--- src/rtl/lsu_pkg.sv ---
// Shared types and helpers for the load/store unit controller.
// Size encoding, FSM states, and per-size byte count / byte mask.
package lsu_pkg;

    typedef enum logic [1:0] {
        SZ_BYTE = 2'b00,
        SZ_HALF = 2'b01,
        SZ_WORD = 2'b10,
        SZ_ILL  = 2'b11
    } size_e;

    typedef enum logic [1:0] {
        IDLE = 2'b00,
        ACC0 = 2'b01,
        ACC1 = 2'b10,
        RESP = 2'b11
    } state_e;

    function automatic logic [2:0] size_bytes(input size_e sz);
        case (sz)
            SZ_BYTE: size_bytes = 3'd1;
            SZ_HALF: size_bytes = 3'd2;
            SZ_WORD: size_bytes = 3'd4;
            default: size_bytes = 3'd0;
        endcase
    endfunction

    function automatic logic [3:0] size_mask(input size_e sz);
        case (sz)
            SZ_BYTE: size_mask = 4'b0001;
            SZ_HALF: size_mask = 4'b0011;
            SZ_WORD: size_mask = 4'b1111;
            default: size_mask = 4'b0000;
        endcase
    endfunction

    function automatic logic is_misaligned(input size_e sz, input logic [1:0] off);
        is_misaligned = ((sz == SZ_HALF) && off[0]) || ((sz == SZ_WORD) && (off != 2'b00));
    endfunction

endpackage

--- src/rtl/lsu_ext.sv ---
// Load data extension: sign- or zero-extends the low byte/half of a
// right-justified load value; words pass through unchanged.
module lsu_ext
    import lsu_pkg::*;
(
    input  logic [31:0] i_data,
    input  logic [1:0]  i_size,
    input  logic        i_unsigned,
    output logic [31:0] o_data
);

    always_comb begin
        case (size_e'(i_size))
            SZ_BYTE: o_data = {{24{~i_unsigned & i_data[7]}}, i_data[7:0]};
            SZ_HALF: o_data = {{16{~i_unsigned & i_data[15]}}, i_data[15:0]};
            default: o_data = i_data;
        endcase
    end

endmodule

--- src/rtl/lsu_ctrl.sv ---
// Load/store unit controller: one request at a time, up to two word accesses.
// Define LSU_MISALIGN_EN to split misaligned accesses; otherwise they error.
module lsu_ctrl
    import lsu_pkg::*;
#(
    parameter int ADDR_W = 32
)
(
    input  logic              i_clk,
    input  logic              i_reset,
    input  logic              i_req_valid,
    output logic              o_req_ready,
    input  logic              i_req_we,
    input  logic [ADDR_W-1:0] i_req_addr,
    input  logic [31:0]       i_req_wdata,
    input  logic [1:0]        i_req_size,
    input  logic              i_req_unsigned,
    output logic              o_rsp_valid,
    output logic [31:0]       o_rsp_rdata,
    output logic              o_rsp_err,
    output logic [ADDR_W-1:0] o_mem_addr,
    output logic [31:0]       o_mem_wdata,
    output logic [3:0]        o_mem_bmask,
    output logic              o_mem_wren,
    input  logic [31:0]       i_mem_rdata
);

    state_e            state_q, state_d;
    logic              we_q, we_d, uns_q, uns_d, legal_q, legal_d;
    logic [1:0]        off_q, off_d;
    size_e             size_q, size_d;
    logic [ADDR_W-1:0] mem_addr_q, mem_addr_d;
    logic [31:0]       mem_wdata_q, mem_wdata_d;
    logic [3:0]        mem_bmask_q, mem_bmask_d;
    logic              mem_wren_q, mem_wren_d;
    logic              rsp_valid_q, rsp_valid_d, rsp_err_q, rsp_err_d;
    logic [31:0]       rsp_rdata_q, rsp_rdata_d;
    logic              req_legal, go_split;
    logic [31:0]       ld_lo, ext_in, ext_data;
`ifdef LSU_MISALIGN_EN
    logic [ADDR_W-1:0] hi_addr_q, hi_addr_d;
    logic [31:0]       wdata_q, wdata_d, load_buf_q, load_buf_d;

    assign req_legal = (size_e'(i_req_size) != SZ_ILL);
    assign go_split  = legal_q && (({1'b0, off_q} + size_bytes(size_q)) > 3'd4);
    assign ext_in    = (state_q == ACC1)
                     ? (load_buf_q | (i_mem_rdata << (6'd32 - {1'b0, off_q, 3'b000})))
                     : ld_lo;
`else
    assign req_legal = (size_e'(i_req_size) != SZ_ILL)
                     && !is_misaligned(size_e'(i_req_size), i_req_addr[1:0]);
    assign go_split  = 1'b0;
    assign ext_in    = ld_lo;
`endif

    assign ld_lo = i_mem_rdata >> {off_q, 3'b000};

    lsu_ext u_ext (
        .i_data     (ext_in),
        .i_size     (size_q),
        .i_unsigned (uns_q),
        .o_data     (ext_data)
    );

    // Memory-side outputs are registered, so each access's values are
    // computed on the edge that enters its state.
    always_comb begin
        state_d     = state_q;
        we_d        = we_q;
        uns_d       = uns_q;
        legal_d     = legal_q;
        off_d       = off_q;
        size_d      = size_q;
        mem_addr_d  = '0;
        mem_wdata_d = '0;
        mem_bmask_d = '0;
        mem_wren_d  = 1'b0;
        rsp_valid_d = 1'b0;
        rsp_err_d   = rsp_err_q;
        rsp_rdata_d = rsp_rdata_q;
`ifdef LSU_MISALIGN_EN
        hi_addr_d   = hi_addr_q;
        wdata_d     = wdata_q;
        load_buf_d  = load_buf_q;
`endif
        case (state_q)
            IDLE: begin
                if (i_req_valid) begin
                    state_d    = ACC0;
                    we_d       = i_req_we;
                    uns_d      = i_req_unsigned;
                    legal_d    = req_legal;
                    off_d      = i_req_addr[1:0];
                    size_d     = size_e'(i_req_size);
                    mem_addr_d = {i_req_addr[ADDR_W-1:2], 2'b00};
                    if (req_legal) begin
                        mem_bmask_d = size_mask(size_e'(i_req_size)) << i_req_addr[1:0];
                        mem_wdata_d = i_req_wdata << {i_req_addr[1:0], 3'b000};
                        mem_wren_d  = i_req_we;
                    end
`ifdef LSU_MISALIGN_EN
                    hi_addr_d = {i_req_addr[ADDR_W-1:2], 2'b00} + ADDR_W'(4);
                    wdata_d   = i_req_wdata;
`endif
                end
            end
            ACC0: begin
                if (go_split) begin
`ifdef LSU_MISALIGN_EN
                    state_d     = ACC1;
                    mem_addr_d  = hi_addr_q;
                    mem_bmask_d = size_mask(size_q) >> (3'd4 - {1'b0, off_q});
                    mem_wdata_d = wdata_q >> (6'd32 - {1'b0, off_q, 3'b000});
                    mem_wren_d  = we_q;
                    load_buf_d  = ld_lo;
`endif
                end else begin
                    state_d     = RESP;
                    rsp_valid_d = 1'b1;
                    rsp_err_d   = !legal_q;
                    rsp_rdata_d = (legal_q && !we_q) ? ext_data : '0;
                end
            end
`ifdef LSU_MISALIGN_EN
            ACC1: begin
                state_d     = RESP;
                rsp_valid_d = 1'b1;
                rsp_err_d   = 1'b0;
                rsp_rdata_d = we_q ? '0 : ext_data;
            end
`endif
            default: state_d = IDLE;
        endcase
    end

    always_ff @(posedge i_clk or posedge i_reset) begin
        if (i_reset) begin
            state_q     <= IDLE;
            we_q        <= 1'b0;
            uns_q       <= 1'b0;
            legal_q     <= 1'b0;
            off_q       <= '0;
            size_q      <= SZ_BYTE;
            mem_addr_q  <= '0;
            mem_wdata_q <= '0;
            mem_bmask_q <= '0;
            mem_wren_q  <= 1'b0;
            rsp_valid_q <= 1'b0;
            rsp_err_q   <= 1'b0;
            rsp_rdata_q <= '0;
`ifdef LSU_MISALIGN_EN
            hi_addr_q   <= '0;
            wdata_q     <= '0;
            load_buf_q  <= '0;
`endif
        end else begin
            state_q     <= state_d;
            we_q        <= we_d;
            uns_q       <= uns_d;
            legal_q     <= legal_d;
            off_q       <= off_d;
            size_q      <= size_d;
            mem_addr_q  <= mem_addr_d;
            mem_wdata_q <= mem_wdata_d;
            mem_bmask_q <= mem_bmask_d;
            mem_wren_q  <= mem_wren_d;
            rsp_valid_q <= rsp_valid_d;
            rsp_err_q   <= rsp_err_d;
            rsp_rdata_q <= rsp_rdata_d;
`ifdef LSU_MISALIGN_EN
            hi_addr_q   <= hi_addr_d;
            wdata_q     <= wdata_d;
            load_buf_q  <= load_buf_d;
`endif
        end
    end

    // Ready is gated by reset so it drops immediately and returns on release.
    assign o_req_ready = (state_q == IDLE) && !i_reset;
    assign o_rsp_valid = rsp_valid_q;
    assign o_rsp_rdata = rsp_rdata_q;
    assign o_rsp_err   = rsp_err_q;
    assign o_mem_addr  = mem_addr_q;
    assign o_mem_wdata = mem_wdata_q;
    assign o_mem_bmask = mem_bmask_q;
    assign o_mem_wren  = mem_wren_q;

endmodule

--- config.mk ---
export PLATFORM = sky130hd
export DESIGN_NAME = lsu_ctrl
export DESIGN_NICKNAME = d
export VERILOG_FILES = /design/src/rtl/lsu_pkg.sv /design/src/rtl/lsu_ext.sv /design/src/rtl/lsu_ctrl.sv
export SDC_FILE = /design/constraint.sdc
export NUM_CORES = 1
export LEC_CHECK = 0
export CAP_MARGIN = 20
export CORE_AREA = 8 8 113 115
export CTS_CLUSTER_DIAMETER = 100
export CTS_CLUSTER_SIZE = 28
export DETAILED_ROUTE_END_ITERATION = 16
export DIE_AREA = 0 0 121 123
export DONT_BUFFER_PORTS = 1
export PLACE_DENSITY = 0.6
export SLEW_MARGIN = 20
export SYNTH_ARGS = -nofsm -noshare
export SYNTH_HDL_FRONTEND = slang
export SYNTH_SLANG_ARGS = --single-unit
--- constraint.sdc ---
create_clock -name i_clk -period 4.45 [get_ports i_clk]
set_clock_uncertainty 0.15 [all_clocks]
set_input_delay 0.89 -clock i_clk [delete_from_list [all_inputs] [get_ports i_clk]]
set_output_delay 0.89 -clock i_clk [all_outputs]
set_load 0.05 [all_outputs]
## Yosys cells after proc, flatten, opt, wreduce, memory -nomap -nowiden

Index checks and enable logic that the tools add are counted.

| storage, ports and cells | value |
|---|---|
| bits in registers | 112 |
| input bits | 103 |

| operators by class | value |
|---|---|
| equal/unequal tests | 6 |
| shift-type cells | 3 |
| muxes and demuxes | 20 |
| bitwise operators | 3 |
| reductions and logical operators | 15 |

Operators with widths:

| operator | number |
|---|---|
| 32-bit two-way mux | 6 |
| 32-bit one-hot mux with 2 select lines | 1 |
| 32-bit by 5-bit << shifter with 32-bit output | 1 |
| 32-bit by 5-bit >> shifter with 32-bit output | 1 |
| 4-bit two-way mux | 6 |
| 4-bit one-hot mux with 3 select lines | 1 |
| 2-bit by 1-bit == test with 1-bit output (second input constant) | 3 |
| 2-bit zero test | 3 |
| 1-bit logical AND | 5 |
| 1-bit zero test | 4 |
| 1-bit two-way mux | 4 |
| 2-bit inequality test (second input constant) | 2 |
| 2-bit one-hot mux with 2 select lines | 1 |
| 4-bit by 2-bit << shifter with 4-bit output | 1 |
| 1-bit bitwise AND | 2 |
| 2-bit == test (second input constant) | 1 |
| 2-bit two-way mux | 1 |
| 2-bit AND reduction | 1 |
| 2-bit nonzero test | 1 |
| 1-bit logical OR | 1 |
| 1-bit inverter | 1 |

## Longest topological paths before layout

Gate-level depths: netlist of run 1.

| depth | value |
|---|---|
| depth in word-level cells | 12 |
| gate-level depth with buffers | 6 |
| mapped depth without buffers | 6 |

## Hierarchy

From an unflattened synthesis of run 1, not the netlist that was laid out.

| second synthesis, totals | value |
|---|---|
| cells, all modules | 470 |
| area, all modules | 5253.8 µm² |

By module, submodules not included:

| module | instances | cells an instance | area each (µm²) |
|---|---|---|---|
| lsu_ctrl | 1 | 403 | 4898.4 |
| lsu_ext | 1 | 67 | 355.3 |

## Worst setup path after synthesis of run 1

OpenSTA, ideal clock, no wires.

| timing path | value |
|---|---|
| kind | in2out |
| start | input i_reset |
| end | output o_req_ready |
| data arrival time | 1935 ps |
| slack | 1475 ps |
| stages on the path | 1 |
| buffers on the path | 0 |
| cell sequence | nor3_1 |

| on the way | value |
|---|---|
| word-level cells in the longest chain between the ends | 2 |

RTL lines:

| what | line | text |
|---|---|---|
| start: declaration | lsu_ctrl.sv:10 | `input logic i_reset,` |
| 1-bit zero test | lsu_ctrl.sv:179 | `assign o_req_ready = (state_q == IDLE) && !i_reset;` |
| 1-bit logical AND | lsu_ctrl.sv:179 |  |
| end: declaration | lsu_ctrl.sv:12 | `output logic o_req_ready,` |

No other way between the ends.

## Final worst setup path of run 1

| timing path | value |
|---|---|
| start | register state_q[1] |
| end | register rsp_rdata_q[25], in the netlist o_rsp_rdata[25] |

| on the way | value |
|---|---|
| word-level cells in the longest chain between the ends | 1 |

RTL lines:

| what | line | text |
|---|---|---|
| start: declaration | lsu_ctrl.sv:28 | `state_e state_q, state_d;` |
| start signal: assignment | lsu_ctrl.sv:157 | `state_q <= state_d;` |
| 2-bit by 1-bit == test with 1-bit output | lsu_ctrl.sv:86 | `case (state_q)` |
| end signal: assignment | lsu_ctrl.sv:169 | `rsp_rdata_q <= rsp_rdata_d;` |
| end: declaration | lsu_ctrl.sv:37 | `logic [31:0] rsp_rdata_q, rsp_rdata_d;` |

No other way between the ends.
A chain may end at the register's enable or synchronous reset.

==> results of run 1 <==
stage by stage:
stage	util, %	cells	area (um^2)
floorplan	-	431	4791
global placement	43.83	545	4855
detailed placement	43.84	545	4856
CTS	46.55	561	5156
global route	46.58	561	5160
finish	46.58	561	5160
sequential cells by signal (all words and copies together) (netlist names):
name and flops:
size_q 2, o_mem_wren 1, o_rsp_valid 1, off_q 2, o_mem_bmask 4, o_mem_wdata 32, o_mem_addr 30, state_q 2
uns_q 1, legal_q 1, we_q 1, o_rsp_rdata 32, o_rsp_err 1
power groups by stage:
stage	sequential, mW	clock (mW)	combinational [mW]
after CTS	2.16	0.835	0.690
final	2.15	0.805	0.677
after global placement	2.17	0	0.669
after detailed placement	2.18	0	0.689
after floorplan	2.00	0	0.671
after global routing	2.19	0.870	0.772
placed cells by master, fill, tap and decap left out, drive strengths merged:
master / n
clkinvlp: 1
buf: 4
a21oi: 25
nor3b: 3
nand2b: 1
a221o: 16
nor4: 1
mux2: 8
clkinv: 3
mux2i: 34
nor3: 3
clkbuf: 10
o211a: 1
inv: 8
and2: 38
o21ai: 30
nand4bb: 1
or2: 1
nor2: 41
o211ai: 1
nand2: 32
nand3b: 9
ha: 4
nor2b: 10
a211oi: 16
conb: 2
dfrtp: 110
bufinv: 1
and3: 1
mux4: 2
or3b: 1
cells in the mapped netlist:
| cell | instances |
|---|---|
| nand2_1 | 32 |
| o211ai_1 | 1 |
| or2_2 | 1 |
| nand3b_1 | 9 |
| nand2b_1 | 1 |
| nor3b_2 | 2 |
| nand4bb_1 | 1 |
| mux4_2 | 2 |
| mux2i_1 | 34 |
| nor2b_1 | 10 |
| or3b_2 | 1 |
| buf_4 | 3 |
| nor2_1 | 41 |
| clkbuf_1 | 20 |
| a21oi_1 | 25 |
| a211oi_1 | 16 |
| o21ai_0 | 30 |
| nor3b_1 | 1 |
| dfrtp_1 | 110 |
| buf_1 | 2 |
| buf_6 | 2 |
| ha_1 | 4 |
| conb_1 | 1 |
| mux2_2 | 8 |
| and2_1 | 38 |
| buf_2 | 6 |
| o211a_4 | 1 |
| nor4_2 | 1 |
| nor3_1 | 3 |
| inv_1 | 7 |
| a221o_1 | 16 |
| and3_1 | 1 |
final cells by class:
cell class                      instances  area, um^2  share of cell area [%]
Multi-Input combinational cell        281        1864                   36.13
Clock buffer                           10       229.0                   4.437
Clock inverter                          6       71.32                   1.382
Inverter                                7       31.28                  0.6062
Sequential cell                       110        2755                   53.39
Timing Repair Buffer                    4       30.03                  0.5820
Tap cell                              143       178.9                   3.468
kinds of logic (layout without fill, tap and decap cells):
kind of cell	Yosys count	count (layout)
and+or+nand+nor	142	142
DFF	110	110
AOI/OAI and AO/OA	89	89
muxes	44	44
buffers and inverters	40	27
adders and majority gates	4	4
other	1	2
how the worst max path moves through the flow:
stage / startpoint / to / slack (ns) / cells past startpoint
floorplan: i_reset / legal_q$_DFFE_PP0P_ / 0.51 / 1
global placement: state_q[1]$_DFFE_PP0P_ / o_rsp_rdata[29]$_DFFE_PP0P_ / 1.76 / 4
detailed placement: state_q[1]$_DFFE_PP0P_ / o_rsp_rdata[25]$_DFFE_PP0P_ / 1.63 / 4
CTS: state_q[1]$_DFFE_PP0P_ / o_rsp_rdata[25]$_DFFE_PP0P_ / 1.62 / 4
global route: state_q[1]$_DFFE_PP0P_ / o_rsp_rdata[26]$_DFFE_PP0P_ / 1.42 / 4
finish: state_q[1]$_DFFE_PP0P_ / o_rsp_rdata[25]$_DFFE_PP0P_ / 1.63 / 4
layer usage:
| layer | part of all wire [%] | track usage, % | wire (um) |
|---|---|---|---|
| met3 | 13 | 8.265 | 1606 |
| met2 | 52 | 29.74 | 6669 |
| met1 | 34 | 17.36 | 4324 |
| met4 | 1.2 | 5.933 | 158 |
| met5 | 0 | 0 | 0 |
worst max-delay path, cell delays in order, from the launching register on:
cell,delay [ns]
dfrtp_1,0.44
nand4bb_1,0.64
nor3b_2,0.72
nor2b_1,0.56
a221o_1,0.25
==> run metrics, run 1 <==
H-Tree Depth 3; top post-synthesis cells by area dfrtp_1, mux2i_1, and2_1, a221o_1, nor2_1; hold buffer count at cts 0; Area growth syn-to-layout 7.789%; Die X 121 um; reg2reg end o_rsp_rdata[25]$_DFFE_PP0P_; Tot GR Track Use 16.97%; first-pass GRT wire length ~19 mm; Final setup viols 0; 1st-iter DRT viols between 200 and 250; I/O Pins 207; TritonRoute pass-1 iters 4; Comb pwr share 18.6%; CP Capture Type flip-flop; IO buf count 0; WL/cell 22.74 um; cells after synthesis 430; GR Overflow Total 0; Tcrit/Tclk final 63.36%; worst min-delay path startpoint we_q$_DFFE_PP0P_; routed vias 3104; worst slew pin tran 0.8803 ns; reg-to-reg startpoint state_q[1]$_DFFE_PP0P_; core area 0.01108 mm^2; worst vdd ir between 0.2 and 0.3 mV; number of global-route vias before repair ~3.3k; Post-Route Setup TNS 0 ns; synth warn 0; clock share of power ~22%; post-place setup slack 1.631 ns; Min Clock Period, post-route 2.820 ns; switching power 1.663 mW; Root Driver clkbuf_16; TritonCTS clock tree built; Synth Area in Adders between 1 and 1.5%; xor-xnor portion of the synthesized cell area 0%; Hold Crit Endpoint we_q$_DFFE_PP0P_; Synth Cell Area 0.004787 mm^2; data arrival time of the worst path ~2.9 ns; initial core utilization 43.22%; Distinct cells, synth 32; sequential-to-total area share from yosys stat 57.50%; Sw Ratio 45.79%; worst reg-to-reg setup slack 1.63 ns; initial antenna violation count 0; number of synthesized register bits 110; P_int 1.968 mW; status finished, final reports clean; Worst setup SP type flip-flop; Fin. Hold Viols 0; vias per cell 5.533; Max Root-Sink Buffers 2; Final nets 520; CTS Sinks 110; Power Dens Cells 703.6 mW/mm^2; Worst EP required 4.58 ns; pin count of the biggest net entering global routing 92; Setup Crit Path Kind flip-flop to flip-flop; GP Congestion 0.8425; Synth Area in Compound Gates 12.13%; DRT antenna net count 0; Leak between 2 and 2.5 nW; max-cap viol count 0; FF-to-FF path depth 4; Flop pwr share 59.2%; ant diodes 0; simple-gate share of the synthesized area 15.47%; Hold Path Stages 2; DRC viols 0; Die ar. 0.01488 mm^2; Design Power 3.631 mW; final hold slack 0.3348 ns; f_max 354.7 MHz; RSZ-0062 raised after global routing no; Die Ht around 120 um; cell row count 39; CTS resizes 0; number of fill cells 1022; slew margin rel. about 40%; Worst Setup Slack, final roughly 1.6 ns; mux contribution to synthesized area 9.932%; Clock Latency Late Sink 0.34 ns; Max Slew Vio Count 0; largest family of logic cells by synthesized area simple AND/OR/NAND/NOR gates; total CTS buffers 9; Synth top area share 57.50%; layout cells sized above 1 9.569%; Clock Pin Slew Worst Setup and Hold Paths approximately 0.07 ns; Mean Syn Cell Area 11.13 um^2; area leader, netlist dfrtp_1; DRT Wirelength ~13 mm; hold crit path type flip-flop to flip-flop; hpwl dp 9.737 mm; setup bufs post-CTS 0; Worst Path Max Fanout 18
Power figures use the tool's default switching activity.
==> run 2: changes to the inputs <==
==> constraint.sdc (replaced) <==
create_clock -name i_clk -period 2.9 [get_ports i_clk]
set_clock_uncertainty 0.15 [all_clocks]
set_input_delay 0.58 -clock i_clk [delete_from_list [all_inputs] [get_ports i_clk]]
set_output_delay 0.58 -clock i_clk [all_outputs]
set_load 0.05 [all_outputs]
==> run 2 against run 1 <==
Net effect: design area up 2.0%; highest routed layer unchanged; utilization increased by 0.95 points; clock-buffer cell count down 1; largest power group unchanged.
==> run metrics, run 2 (synthesized netlist as in run 1, its figures left out) <==
Power Dens Cells 1084 mW/mm^2; initial core utilization a little over two fifths; Fin. Hold Viols 0; M1 GR Usage 18.05%; GP Congestion 0.8288; Final setup viols 0; worst reg-to-reg setup slack 0.63 ns; CP Capture Type flip-flop; slew margin rel. 45.20%; layout cells sized above 1 a little over a tenth; total CTS buffers 9; TritonCTS clock tree built; data arrival time of the worst path 2.39 ns; most common cell after layout, fill and taps aside dfrtp_1; RSZ-0062 raised after global routing no; launch point of the worst path state_q[1]$_DFFE_PP0P_; Clock Latency Late Sink 0.34 ns; cell row count 39; final hold slack around 0.09 ns; met3 global-route usage 8.813%; Final nets 527; DRC viols 0; FF-to-FF path depth 6; Worst setup SP type flip-flop; Max Slew Vio Count 0; initial antenna violation count 0; Min Clock Period, post-route 2.273 ns; Post-Route Setup TNS 0 ns; reg-to-reg startpoint state_q[1]$_DFFE_PP0P_; core area 0.01108 mm^2; Max Root-Sink Buffers 2; pin count of the biggest net entering global routing 42; hpwl dp 9.987 mm; reg2reg end o_rsp_rdata[31]$_DFFE_PP0P_; status finished, final reports clean; GR Overflow Total 0; hold buffer count at cts 0; M2 GR Usage 29.53%; WL/cell approximately 23 um; Setup Crit Path Kind flip-flop to flip-flop; worst slew pin tran 0.8219 ns; Tcrit/Tclk final 78.37%; Die Ht approximately 120 um; number of global-route vias before repair roughly 3.3k; crit path to o_rsp_rdata[31]$_DFFE_PP0P_; Leak 2.483 nW; Die ar. 0.01488 mm^2; CTS resizes 0; Worst EP required between 3 and 4 ns; 1st-iter DRT viols 287; Clock Pin Slew Worst Setup and Hold Paths 0.07 ns; setup bufs post-CTS 0; DRT antenna net count 0; TritonRoute pass-1 iters 5; Worst Path Max Fanout 18; routed vias 3135; CTS Sinks between 100 and 150; ant diodes 0; first-pass GRT wire length 19.46 mm; Area growth syn-to-layout 9.984%; H-Tree Depth 3; worst vdd ir 0.4611 mV; most frequent cells in the layout dfrtp_1, nor2_1, and2_1, mux2i_1, nand2_1; Design Power 5.707 mW; GR peak layer met2; Die X 121 um; vias per cell 5.519; DRT Wirelength 12.87 mm; IO buf count 0; I/O Pins between 200 and 250; f_max around 440 MHz; Root Driver clkbuf_16; max-cap viol count 0; hold crit path type input pin to async pin; Tot GR Track Use between 10% and 20%
==> run 2: cell types whose count changed in the layout (fill, tap and decap cells not counted), sizes merged <==
cell / previous run / this run
bufinv: 1 / 2
clkinv: 3 / 2
clkbuf: 10 / 9
buf: 4 / 11
clkinvlp: 1 / 2
==> run 2: where the power goes <==
part	internal, mW	total (mW)	leakage (nW)	switching [mW]
Sequential	1.86	3.16	1.49	1.30
Clock	0.769	1.32	0.159	0.552
Combinational	0.522	1.22	0.831	0.700
Total	3.15	5.71	2.48	2.56
==> run 2: per-layer routing <==
metal | vias up | part of all wire [%]
met5 | - | 0
met4 | 0 | 1.2
met3 | 9 | 13
met2 | 129 | 53
met1 | 1540 | 33
li1 | 1457 | -
==> run 2: worst min path at each step <==
stage,startpoint,to,slack [ns],depth (start not counted)
CTS,i_reset,o_rsp_rdata[7]$_DFFE_PP0P_,0.09,1
global route,i_reset,o_rsp_rdata[5]$_DFFE_PP0P_,0.13,1
global placement,we_q$_DFFE_PP0P_,we_q$_DFFE_PP0P_,0.31,2
detailed placement,we_q$_DFFE_PP0P_,we_q$_DFFE_PP0P_,0.32,2
floorplan,we_q$_DFFE_PP0P_,we_q$_DFFE_PP0P_,0.29,2
finish,i_reset,o_rsp_rdata[7]$_DFFE_PP0P_,0.09,1
==> run 2: critical path, cell delays in order, from the launching register on <==
cell and delay [ns]:
dfrtp_1 0.44, nand4bb_1 0.19, buf_4 0.20, nor3b_2 0.21, buf_4 0.19, nor2b_1 0.55
a221o_1 0.26
==> run 2: layout make-up <==
cell class	instances	area, um^2
clock inverters	7	106.4
inverters	7	30.03
repair buffers	11	107.6
flip-flops and latches	110	2753
clock buffers	9	225.2
well taps	143	178.9
multi-input cells	281	1864
fillers	1003	5812
==> run 2: through the flow <==
step,cells,util [%],area [um^2],setup WS [ns]
final,568,47.53,5265,0.6273
after detailed placement,552,44.54,4933,0.6235
after global placement,552,44.54,4933,0.6753
after global routing,568,47.53,5265,0.5090
after CTS,568,47.53,5265,0.6610
after floorplan,431,-,4795,0.5453
